<file path="src/rtl/sr_btn_pulse_gen.sv">
// Debounces two asynchronous push buttons and turns each clean press into one
// single-cycle s or r pulse for the SR flip-flop; simultaneous presses raise conflict.
module sr_btn_pulse_gen #(
  parameter int DEBOUNCE_CYCLES = 4
) (
  input  logic clk,
  input  logic reset,
  input  logic btn_set,
  input  logic btn_clr,
  output logic s,
  output logic r,
  output logic conflict
);

  // state     | meaning
  // IDLE      | both debounced buttons low, waiting for a press
  // PULSE_S   | one-cycle set pulse on s
  // PULSE_R   | one-cycle clear pulse on r
  // WAIT_REL  | pulse issued, waiting for both buttons released
  // CONFLICT  | both pressed together, held until both released

  localparam int CW = $clog2(DEBOUNCE_CYCLES + 1);
  localparam logic [CW-1:0] CNT_LAST = CW'(DEBOUNCE_CYCLES - 1);

  typedef enum logic [2:0] {
    IDLE     = 3'd0,
    PULSE_S  = 3'd1,
    PULSE_R  = 3'd2,
    WAIT_REL = 3'd3,
    CONFLICT = 3'd4
  } state_t;

  state_t state, state_nxt;

  // Channel 0 is the set button, channel 1 the clear button.
  logic [1:0]    sync1, sync2, stable;
  logic [CW-1:0] cnt [2];
  logic          ds, dc;

  always_ff @(posedge clk) begin
    if (reset) begin
      sync1 <= '0;
      sync2 <= '0;
    end else begin
      sync1 <= {btn_clr, btn_set};
      sync2 <= sync1;
    end
  end

  always_ff @(posedge clk) begin
    for (int i = 0; i < 2; i++) begin
      if (reset) begin
        stable[i] <= 1'b0;
        cnt[i]    <= '0;
      end else if (sync2[i] == stable[i]) begin
        cnt[i] <= '0;
      end else if (cnt[i] == CNT_LAST) begin
        stable[i] <= sync2[i];
        cnt[i]    <= '0;
      end else begin
        cnt[i] <= cnt[i] + CW'(1);
      end
    end
  end

  assign ds = stable[0];
  assign dc = stable[1];

  always_ff @(posedge clk) begin
    if (reset) state <= IDLE;
    else       state <= state_nxt;
  end

  always_comb begin
    state_nxt = state;
    case (state)
      IDLE: begin
        if (ds && dc) state_nxt = CONFLICT;
        else if (ds)  state_nxt = PULSE_S;
        else if (dc)  state_nxt = PULSE_R;
      end
      PULSE_S,
      PULSE_R:  state_nxt = WAIT_REL;
      WAIT_REL,
      CONFLICT: if (!ds && !dc) state_nxt = IDLE;
      default:  state_nxt = IDLE;
    endcase
  end

  always_comb begin
    s        = (state == PULSE_S);
    r        = (state == PULSE_R);
    conflict = (state == CONFLICT);
  end

endmodule

</file>
<file path="config.mk">
export PLATFORM = sky130hd
export DESIGN_NAME = sr_btn_pulse_gen
export DESIGN_NICKNAME = d
export VERILOG_FILES = /design/src/rtl/sr_btn_pulse_gen.sv
export SDC_FILE = /design/constraint.sdc
export NUM_CORES = 1
export LEC_CHECK = 0
export ABC_AREA = 0
export BUFFER_PORTS_ARGS = -buffer_cell sky130_fd_sc_hd__clkbuf_2
export CAP_MARGIN = 20
export CORE_MARGIN = 4
export CORE_UTILIZATION = 30
export DETAILED_ROUTE_END_ITERATION = 10
export GPL_TIMING_DRIVEN = 0
export SKIP_CTS_REPAIR_TIMING = 1
export SLEW_MARGIN = 20
export SYNTH_ARGS = -nofsm -noshare
export SYNTH_HDL_FRONTEND = slang
export SYNTH_SLANG_ARGS = --single-unit
</file>
<file path="constraint.sdc">
create_clock -name clk -period 1.7 [get_ports clk]
set_clock_uncertainty 0.1 [all_clocks]
set_input_delay 0.085 -clock clk [delete_from_list [all_inputs] [get_ports clk]]
set_output_delay 0.085 -clock clk [all_outputs]
set_load 0.01 [all_outputs]
</file>
==> run_results.csv <==
group,metric,value,unit
die,dieArea,2924,µm²
layout,drive_above_1_share,17.14,%
setup_path,cp-start-kind,"flip-flop",
yosys,synth_cell_type_count,21,
die,fp.dieW,54.08,µm
layout,syn2layout_area_growth,23.58,%
routing,dr.pass1.iters,2,
yosys,synth_seq_cells,15,
yosys,synth.most_common_cell,"dfxtp_1",
timing,finalSetupViolCount,0,
placed_design,hpwlAfterDp,686.7,µm
yosys,netlist_area,636.9,µm²
clock_tree,cts_sinks,15,
die,start_util,32.13,%
die,core,1982,µm²
routing,drt_wl_total,976,µm
global_routing,grt_pass1_wl,1490,µm
layout,final.fill_count,190,
routing,vias,413,
setup_path,crit_arrival,1.47,ns
yosys,synthTopCellsByCount,"dfxtp_1 (9), edfxtp_1 (6), ha_1 (4), nor2b_1 (4), nor4_1 (4)",
timing,max_freq,0.6789,GHz
yosys,syn_avg_cell_area,12.49,µm²
power_and_ir_drop,p_per_area,860.1,nW/µm²
routing,ant_nets,0,
yosys,synth_edf_count,6,
global_routing,antenna_found_initial,0,
setup_path,end_kind,"flip-flop",
timing,finalWorstSetupSlack,0.2270,ns
clock_tree,cts.clk_slew.worst_paths,0.09,ns
yosys,synthTopCellsByArea,"dfxtp_1 (28%), edfxtp_1 (28%), ha_1 (7.9%)",
power_and_ir_drop,peakVddDrop,0.0004776,V
layout,final_nets,79,
timing,setup_tns,0,ns
clock_tree,htreeDepth,1,
clock_tree,clk_latency,0.28,ns
power_and_ir_drop,p_leak,0.3034,nW
placed_design,place_ws,0.2249,ns
placed_design,gp_congestion,0.6875,
timing,hold_viol,0,
placed_design,io_buffer_count,6,
clock_tree,tritoncts,"yes",
timing,rsz0062_at_grt,"no",
clock_tree,clock-root-buffer,"clkbuf_4",
global_routing,overflow,0,
yosys,synth_top_area_share,28.29,%
yosys,async_flop_share,0,%
yosys,syn_inst,51,
power_and_ir_drop,total_power,0.6769,mW
yosys,synth-main-ff-cell,"dfxtp_1",
routing,drt_iter0_drc,2,
timing,post-route-period-util,86.65,%
clock_tree,ctsLongestPathBuffers,2,
layout,design_area,787.0,µm²
outcome,status,"finished, final reports clean",
die,dieHeight,54.08,µm
global_routing,grt_pass1_vias,325,
placed_design,dpl-instance-area,719.4,µm²
routing,routedWlPerCell,10.06,µm
die,ios,7,
yosys,synth_warnings,0,
timing,min_period,1.473,ns
setup_path,path_class,"flip-flop to flip-flop",
layout,antenna_cells,0,
global_routing,track_usage,7.772,%
worst_hold_path,hold_class,"flip-flop to flip-flop",
die,num_rows,16,
timing,slew_violations,0,
setup_path,worstPathMaxFanout,4,
job,cap_violations,0,
routing,via_per_inst,4.258,
setup_path,worstPathRequired,1.69,ns
routing,drc,0,
yosys,ys_seq_area_share,56.58,%
yosys,yosys.area.top_type,"dfxtp_1",
clock_tree,numCtsBuffers,3,
global_routing,grt_max_degree,11,
-- final timing paths --
kind / end / startpoint / slack (ns) / depth (start not counted)
worst max-delay path: cnt[0][1] / cnt[0][0] / 0.23 / 3
worst min-delay path: sync2[0] / sync1[0] / 0.35 / 1
worst max register to register: cnt[0][1] / cnt[0][0] / 0.23 / 3
worst min register to register: sync2[0] / sync1[0] / 0.35 / 1
-- worst max-delay path, stage by stage (launching register included) --
cell	delay (ns)
edfxtp_1	0.41
ha_1	0.22
ha_1	0.25
nor4b_1	0.31
-- cell type report --
cell class	instances	area, µm²	share of cell area, %
multi-input combinational	38	284.0	36.09
timing repair buffer	10	70.07	8.903
inverter	2	7.507	0.9539
buffer	1	3.754	0.4769
sequential	15	360.3	45.79
tap	27	33.78	4.293
clock buffer	3	22.52	2.862
clock inverter	1	5.005	0.6359
-- cell families (layout without fill, tap and decap cells) --
| family | Yosys count | after routing | synth area share, % |
|---|---|---|---|
| compound gates | 4 | 4 | 6.876 |
| xor+xnor | 2 | 2 | 2.751 |
| fa+ha+maj | 4 | 4 | 7.859 |
| buf+inv | 3 | 17 | 1.768 |
| flops | 15 | 15 | 56.58 |
| mux | 2 | 2 | 3.144 |
| other cells | 1 | 6 | 0.5888 |
| simple gates | 20 | 20 | 20.43 |
-- sequential cells by signal, indices dropped and copies added, names as in the netlist --
register / cells
sync1: 2
sync2: 2
state: 3
cnt: 6
stable: 2
-- stage by stage --
stage,hold WS (ns),cells,util [%]
finish,0.3453,97,39.71
global route,0.3679,97,39.71
CTS,-0.09956,93,37.69
detailed placement,0.2026,89,36.30
global placement,0.2027,89,36.30
floorplan,0.05386,56,-
-- cell usage in the layout, fill, tap and decap left out, types with 2 or more instances in the layout --
master and instances:
nor2_1 3, nor4_1 4, mux2i_1 2, nor3b_1 2, edfxtp_1 6, nor4b_1 2
clkbuf_4 3, ha_1 4, nor2b_1 4, clkbuf_2 6, dfxtp_1 9, dlygate4sd3_1 4
a2111oi_2 2, conb_1 6, inv_1 2, xnor2_1 2
-- layer usage --
metal / share of wire, % / global-route usage (%) / routed length [µm]
met5: 0 / 0 / 0
met2: 41 / 9.073 / 404
met4: 1.4 / 7.469 / 14
met3: 3.0 / 2.493 / 29
met1: 54 / 10.66 / 526
-- report_power, final --
part	total [mW]	internal (mW)	switching, mW
combinational	0.0664	0.0340	0.0324
sequential	0.403	0.391	0.0115
clock	0.208	0.0873	0.121
total	0.677	0.512	0.164
No activity file was read; power rests on OpenSTA's default activity.
